`src/rtl/led_scanner_pwm_if.sv`:
```
// Button, mode and LED-bargraph signals between the pad ring and the scanner.
interface led_scanner_pwm_if #(
   parameter int NUM_LEDS = 8
);
   logic                btn_pause;
   logic                btn_faster;
   logic                btn_slower;
   logic [1:0]          mode;
   logic [NUM_LEDS-1:0] led;
   logic [3:0]          pos_out;
   logic                dir_out;
   logic [2:0]          speed_out;
   logic                paused_out;

   modport master (
      output btn_pause, btn_faster, btn_slower, mode,
      input  led, pos_out, dir_out, speed_out, paused_out
   );

   modport slave (
      input  btn_pause, btn_faster, btn_slower, mode,
      output led, pos_out, dir_out, speed_out, paused_out
   );
endinterface

```
`src/rtl/led_scanner_pwm.sv`:
```
// LED scanner: debounced buttons, speed-scaled tick, moving PWM head with fading tail.
// Optional macro PAUSE_BLINK_EN: while paused, blink the head with acc MSB and blank the tail.
module led_scanner_pwm #(
   parameter int NUM_LEDS   = 8,
   parameter int PWM_BITS   = 8,
   parameter int DIV_BITS   = 24,
   parameter int SHIFT_BASE = 10,
   parameter int DB_BITS    = 18,
   parameter int TAIL       = 2
) (
   input logic               clk,
   input logic               rst_n,
   led_scanner_pwm_if.slave  bus
);
   typedef enum logic [1:0] {
      MODE_BOUNCE = 2'b00,
      MODE_FWD    = 2'b01,
      MODE_REV    = 2'b10,
      MODE_FREEZE = 2'b11
   } mode_e;

   localparam logic [3:0]          LAST = 4'(NUM_LEDS - 1);
   localparam logic [PWM_BITS-1:0] FULL = '1;

   mode_e md;
   assign md = mode_e'(bus.mode);

   // bit 0 pause, bit 1 faster, bit 2 slower
   logic [2:0]         raw, sync1, sync2, stable, stable_q, rise;
   logic [DB_BITS-1:0] db_cnt [3];

   assign raw  = {bus.btn_slower, bus.btn_faster, bus.btn_pause};
   assign rise = stable & ~stable_q;

   always_ff @(posedge clk or negedge rst_n) begin
      if (!rst_n) begin
         sync1    <= '0;
         sync2    <= '0;
         stable   <= '0;
         stable_q <= '0;
         for (int b = 0; b < 3; b++) db_cnt[b] <= '0;
      end else begin
         sync1    <= raw;
         sync2    <= sync1;
         stable_q <= stable;
         for (int b = 0; b < 3; b++) begin
            if (sync2[b] == stable[b]) begin
               db_cnt[b] <= '0;
            end else if (&db_cnt[b]) begin
               stable[b] <= sync2[b];
               db_cnt[b] <= '0;
            end else begin
               db_cnt[b] <= db_cnt[b] + DB_BITS'(1);
            end
         end
      end
   end

   logic [2:0] speed;
   logic       paused;

   always_ff @(posedge clk or negedge rst_n) begin
      if (!rst_n) begin
         speed  <= 3'd3;
         paused <= 1'b1;
      end else begin
         if (rise[0]) paused <= ~paused;
         // simultaneous faster+slower edges cancel out
         if (rise[1] && !rise[2] && speed != 3'd7)      speed <= speed + 3'd1;
         else if (rise[2] && !rise[1] && speed != 3'd0) speed <= speed - 3'd1;
      end
   end

   logic [DIV_BITS-1:0] acc;
   logic [DIV_BITS:0]   acc_sum;
   logic                tick;

   assign acc_sum = {1'b0, acc} + ((DIV_BITS+1)'(1) << (int'(speed) + SHIFT_BASE));
   assign tick    = acc_sum[DIV_BITS];

   always_ff @(posedge clk or negedge rst_n) begin
      if (!rst_n) acc <= '0;
      else        acc <= acc_sum[DIV_BITS-1:0];
   end

   logic [3:0] pos, pos_nxt;
   logic       dir, dir_nxt;

   always_ff @(posedge clk or negedge rst_n) begin
      if (!rst_n) begin
         pos <= '0;
         dir <= 1'b0;
      end else begin
         pos <= pos_nxt;
         dir <= dir_nxt;
      end
   end

   always_comb begin
      pos_nxt = pos;
      dir_nxt = dir;
      if (tick && !paused) begin
         if ({1'b0, pos} >= 5'(NUM_LEDS)) begin
            pos_nxt = '0;
         end else begin
            case (md)
               MODE_BOUNCE: begin
                  if (!dir && pos == LAST) begin
                     dir_nxt = 1'b1;
                     pos_nxt = pos - 4'd1;
                  end else if (dir && pos == 4'd0) begin
                     dir_nxt = 1'b0;
                     pos_nxt = pos + 4'd1;
                  end else begin
                     pos_nxt = dir ? pos - 4'd1 : pos + 4'd1;
                  end
               end
               MODE_FWD: begin
                  dir_nxt = 1'b0;
                  pos_nxt = (pos == LAST) ? 4'd0 : pos + 4'd1;
               end
               MODE_REV: begin
                  dir_nxt = 1'b1;
                  pos_nxt = (pos == 4'd0) ? LAST : pos - 4'd1;
               end
               default: begin
                  pos_nxt = pos;
                  dir_nxt = dir;
               end
            endcase
         end
      end
   end

   logic [PWM_BITS-1:0] pwm_cnt;
   logic [NUM_LEDS-1:0] led_nxt, led_q;

   // Wrap distances add a multiple of NUM_LEDS so the modulo operand never goes negative.
   always_comb begin
      int                  d;
      int                  p;
      logic [PWM_BITS-1:0] br;
      d       = 0;
      p       = int'(pos);
      br      = '0;
      led_nxt = '0;
      for (int i = 0; i < NUM_LEDS; i++) begin
         case (md)
            MODE_FWD: d = (p - i + 16*NUM_LEDS) % NUM_LEDS;
            MODE_REV: d = (i - p + 16*NUM_LEDS) % NUM_LEDS;
            default:  d = (i > p) ? i - p : p - i;
         endcase
         br         = (d <= TAIL) ? (FULL >> (2*d)) : '0;
         led_nxt[i] = (pwm_cnt < br);
`ifdef PAUSE_BLINK_EN
         if (paused) led_nxt[i] = (d == 0) ? (led_nxt[i] & acc[DIV_BITS-1]) : 1'b0;
`endif
      end
   end

   always_ff @(posedge clk or negedge rst_n) begin
      if (!rst_n) begin
         pwm_cnt <= '0;
         led_q   <= '0;
      end else begin
         pwm_cnt <= pwm_cnt + PWM_BITS'(1);
         led_q   <= led_nxt;
      end
   end

   assign bus.led        = led_q;
   assign bus.pos_out    = pos;
   assign bus.dir_out    = dir;
   assign bus.speed_out  = speed;
   assign bus.paused_out = paused;

endmodule

```
`src/flat_wrapper.sv`:
```
// flat-port wrapper written by rule: the top's interface ports become plain ports
module led_scanner_pwm_flat 
#(
   parameter int NUM_LEDS   = 8,
   parameter int PWM_BITS   = 8,
   parameter int DIV_BITS   = 24,
   parameter int SHIFT_BASE = 10,
   parameter int DB_BITS    = 18,
   parameter int TAIL       = 2
)
  (clk, rst_n, bus_btn_pause, bus_btn_faster, bus_btn_slower, bus_mode, bus_led, bus_pos_out, bus_dir_out, bus_speed_out, bus_paused_out);
  led_scanner_pwm_if #(.NUM_LEDS(NUM_LEDS)) bus_i ();
  input logic clk;
  input logic rst_n;
  input wire logic [$bits(bus_i.btn_pause)-1:0] bus_btn_pause;
  input wire logic [$bits(bus_i.btn_faster)-1:0] bus_btn_faster;
  input wire logic [$bits(bus_i.btn_slower)-1:0] bus_btn_slower;
  input wire logic [$bits(bus_i.mode)-1:0] bus_mode;
  output wire logic [$bits(bus_i.led)-1:0] bus_led;
  output wire logic [$bits(bus_i.pos_out)-1:0] bus_pos_out;
  output wire logic [$bits(bus_i.dir_out)-1:0] bus_dir_out;
  output wire logic [$bits(bus_i.speed_out)-1:0] bus_speed_out;
  output wire logic [$bits(bus_i.paused_out)-1:0] bus_paused_out;
  assign bus_i.btn_pause = bus_btn_pause;
  assign bus_i.btn_faster = bus_btn_faster;
  assign bus_i.btn_slower = bus_btn_slower;
  assign bus_i.mode = bus_mode;
  assign bus_led = bus_i.led;
  assign bus_pos_out = bus_i.pos_out;
  assign bus_dir_out = bus_i.dir_out;
  assign bus_speed_out = bus_i.speed_out;
  assign bus_paused_out = bus_i.paused_out;
  led_scanner_pwm #(.NUM_LEDS(NUM_LEDS), .PWM_BITS(PWM_BITS), .DIV_BITS(DIV_BITS), .SHIFT_BASE(SHIFT_BASE), .DB_BITS(DB_BITS), .TAIL(TAIL)) u_core (.clk(clk), .rst_n(rst_n), .bus(bus_i));
endmodule
```
`config.mk`:
```
export PLATFORM = sky130hd
export DESIGN_NAME = led_scanner_pwm_flat
export DESIGN_NICKNAME = d
export VERILOG_FILES = /design/src/rtl/led_scanner_pwm_if.sv /design/src/rtl/led_scanner_pwm.sv /design/src/flat_wrapper.sv
export SDC_FILE = /design/constraint.sdc
export NUM_CORES = 1
export LEC_CHECK = 0
export ABC_AREA = 1
export CORE_ASPECT_RATIO = 1.4
export CORE_MARGIN = 8
export CORE_UTILIZATION = 40
export DETAILED_ROUTE_END_ITERATION = 8
export PLACE_DENSITY_LB_ADDON = 0.3
export SETUP_SLACK_MARGIN = 0.4
export SYNTH_ARGS = -nofsm -noshare
export SYNTH_HDL_FRONTEND = slang
export SYNTH_SLANG_ARGS = --single-unit
```
`constraint.sdc`:
```
create_clock -name clk -period 5.7 [get_ports clk]
set_input_delay 0.855 -clock clk [delete_from_list [all_inputs] [get_ports clk]]
set_output_delay 0.855 -clock clk [all_outputs]
set_load 0.03 [all_outputs]
```
==> results.md <==
* Maximum vdd drop at just over 0.0002 V
* Tightest Pin Transition at 0.993 ns
* Worst path required time at about 6.0 ns
* Max Cap Violations at 0
* Largest family of logic cells by synthesized area: simple AND/OR/NAND/NOR gates
* Crit path DAT at around 4 ns
* Main synth FF type: dfrtp_1
* Via Count at between 7000 and 8000
* Syn-to-layout area delta at 14.1%
* GP Congestion at around 0.9
* CTS tree: yes
* Fraction of registers with async set/reset at 1.00
* Outcome: completed
* P_sw at 0.804 mW
* Seq/Total Area, Yosys at 0.323
* Synth Area in Compound Gates at 0.115
* Total wire length at 19.7 mm
* Chip width at ~140 um
* Setup Buffers After CTS at 0
* Clock Skew at a little over 0.006 ns
* Remaining antenna violation count at 0
* HP Class: flip-flop to flip-flop
* Register bit total from synthesis at ~120
* Final Max Slew Viols at 0
* Unrepaired setup endpoints after global routing: no
* Final period util at 0.639
* Crit path buffers/inverters at 4
* Setup TNS at 0 ns
* Switch share at 0.286
* FMAX at 275 MHz
* Clk_lat worst skew at approximately 0.41 ns
* Pin count of the biggest net entering global routing at between 60 and 70
* Synth Area in Adders at 0.159
* Die Ht at roughly 190 um
* Dpl ws at 1.65 ns
* Sequential group share of total power at 0.336
* Critical path capture point type: flip-flop
* Most numerous cell in the Yosys netlist: nand2_1
* Cell mode on critical path: a21oi_1
* Critical Path, Cell by Cell: clkdlybuf4s50_1 -> inv_1 -> ha_1 -> inv_2 -> nor2_4 -> inv_2 -> o21ai_1 -> a21oi_1 -> ha_1 -> a21oi_1 -> nand2_1 -> a21oi_1
* Final setup violation count at 0
* Critical path startpoint category: input port
* Netlist cell types at 57
* Mux share of post-synthesis cell area at 0.00253
* Pre-antenna DRT Iters at 5
* # hold bufs at CTS at 0
* Area leader, netlist: dfrtp_1
* Reg-to-reg slack, setup at 2.15 ns
* PD cells at ~280 mW/mm^2
* Initial Util at 0.408
* CTS Buffer Depth at 2
* Worst setup path class: input port to flip-flop
* Remaining DRCs at 0
* Top cell type's share of synthesized area at 0.314
* Synth Area in XOR/XNOR at 0.0658
* Synth area leaders: dfrtp_1 (31%), ha_1 (15%), nand2_1 (9.8%)
* Sink Count at 115
* Pwr Total at between 2 and 3 mW
* Core box area at between 0.02 and 0.025 mm^2
* Post-CTS resize count at 0
* Vias/cell at roughly 5
* Slowest stage delay, CP at ~0.57 ns
* Post-synthesis simple-gate area fraction at 0.271
* # rows at 64
* GRT Resource Usage Total at 0.153
* Ant diodes at 0
* Inserted Clock Buffers at 17
* Initial antenna violation count at 0
* Global-route wire length before repair at between 30 and 40 mm
* DR iter-0 viols at between 300 and 400
* CP max FO at 27
* CP top delay family: buffers and inverters
* DPL Wire Length at ~15 mm
* P_leak at approximately 4.9 nW
* Hold Fails Final Rpt at 0
* Wire per inst at ~13 um
* Hold slack at ~0.35 ns
* Vias in the first global route at 7584
* Syn avg cell area at roughly 8 um^2
* Port bufs at 23
* Number of top-level pins at 24
* Min cycle time layout at 3.64 ns
* Relative slew slack at 0.333
* Synth cell count leaders: nand2_1 (232), nor2_1 (124), dfrtp_1 (112)
* Clock group share of total power at 0.429
* Global route total overflow at 0
* Setup ws final at around 2.1 ns
* Die area at 0.0274 mm^2
* Mapped Area at 0.00891 mm^2
* Clock transition at path regs at 0.05 ns
* Share of cells above drive strength 1 at 0.0835
* Combinational share of power at 0.235
* Mapped Cells at between 1000 and 1500
* Yosys warns at 0
* Slowest CP cell: ha_1
* Clock root buffer: clkbuf_16
* H-tree Lvls at 4
* Nets at around 1300
* Int Power at ~2 mW
* Post-synth EDFFs at 0
==> layer usage <==
| layer | vias to the layer above | GRT usage | wire (um) |
|---|---|---|---|
| li1 | 3883 | - | - |
| met1 | 3502 | 0.167 | 8520 |
| met2 | 111 | 0.283 | 10200 |
| met3 | 30 | 0.0267 | 570 |
| met4 | 0 | 0.0646 | 464 |
| met5 | - | 0 | 0 |
==> flip-flops by register name, indices dropped and copies added, names as in the netlist <==
signal / flops
u_core.bus.dir_out: 1
u_core.db_cnt: 54
u_core.bus.speed_out: 3
u_core.stable_q: 3
u_core.sync1: 3
u_core.acc: 24
u_core.stable: 3
u_core.pwm_cnt: 8
u_core.sync2: 3
u_core.bus.pos_out: 4
u_core.bus.led: 8
u_core.bus.paused_out: 1
==> final cells by class <==
type	count	area, um^2
sequential	115	2880
multi-input combinational	894	5500
inverter	128	485
clock buffer	23	468
clock inverter	9	200
timing repair buffer	28	265
fill	2158	11700
tap	297	372
==> stage by stage <==
stage / utilization / cell area (um^2) / cells
6_report: 0.465 / 10200 / 1494
5_1_grt: 0.465 / 10200 / 1494
4_1_cts: 0.465 / 10200 / 1494
3_5_place_dp: 0.435 / 9500 / 1462
3_3_place_gp: 0.435 / 9500 / 1462
2_1_floorplan: - / 8940 / 1151
==> cells in the final DEF (no fill, tap or decap), types with 3 or more instances in the layout <==
| cell | count |
|---|---|
| nand4_1 | 16 |
| nor4_2 | 3 |
| nand3_2 | 5 |
| nor2_4 | 5 |
| nand3_1 | 72 |
| xor2_1 | 47 |
| o21a_1 | 3 |
| nor3_2 | 9 |
| buf_4 | 6 |
| bufinv_16 | 6 |
| dfrtp_1 | 112 |
| nand2_2 | 10 |
| o21ai_1 | 17 |
| a22oi_1 | 6 |
| o31ai_1 | 3 |
| inv_1 | 111 |
| a211oi_1 | 3 |
| nand2_1 | 232 |
| nor3b_1 | 11 |
| nor4_1 | 3 |
| inv_2 | 14 |
| a21oi_1 | 74 |
| o22ai_1 | 6 |
| dfstp_2 | 3 |
| nor2_2 | 3 |
| o21ai_0 | 38 |
| ha_1 | 110 |
| nor2_1 | 124 |
| nor3_1 | 29 |
| conb_1 | 9 |
| clkbuf_16 | 17 |
| clkdlybuf4s50_1 | 22 |
| xnor2_1 | 20 |
| clkbuf_1 | 4 |
| a31oi_1 | 5 |
| o211ai_1 | 6 |
==> final timing paths <==
| kind | cells after the start | end | start |
|---|---|---|---|
| worst min register to register | 0 | u_core.sync2[0]$_DFF_PN0_ | u_core.sync1[0]$_DFF_PN0_ |
| worst max register to register | 14 | u_core.bus.led[5]$_DFF_PN0_ | u_core.bus.pos_out[1]$_DFFE_PN0P_ |
| worst max-delay path | 12 | u_core.bus.led[1]$_DFF_PN0_ | bus_mode[0] |
| worst min-delay path | 0 | u_core.sync2[0]$_DFF_PN0_ | u_core.sync1[0]$_DFF_PN0_ |
| min in group asynchronous | 1 | u_core.db_cnt[12]$_DFF_PN0_ | rst_n |
| max in group asynchronous | 2 | u_core.acc[3]$_DFF_PN0_ | rst_n |
==> cell families (layout without fill, tap and decap cells) <==
logic type                 count (synthesis)  after routing
AOI/OAI and AO/OA                        177            177
xor gates and xnor gates                  67             67
adders and majority gates                112            112
buffers and inverters                    142            188
DFF                                      115            115
muxes                                      2              2
other                                      1              9
and+or+nand+nor                          527            527
==> power groups by stage <==
stage,sequential (mW),clock [mW],combinational (mW)
after floorplan,0.968,0,0.494
after global placement,0.955,0,0.634
after detailed placement,0.959,0,0.645
after CTS,0.945,1.23,0.650
after global routing,0.952,1.27,0.758
final,0.944,1.21,0.661
==> worst reg2reg max path, stage by stage (launching register included) <==
cell and delay (ns):
dfrtp_1 0.32, buf_4 0.25, clkinv_1 0.43, ha_1 0.66
inv_1 0.20, a22oi_1 0.25, o21ai_1 0.16, nand2_1 0.14
nand2_1 0.08, nor2_1 0.19, nand2_1 0.11, ha_1 0.32
a21oi_1 0.14, o21ai_0 0.10, a21oi_1 0.12
Note: power is estimated with default switching activity, not from simulation.
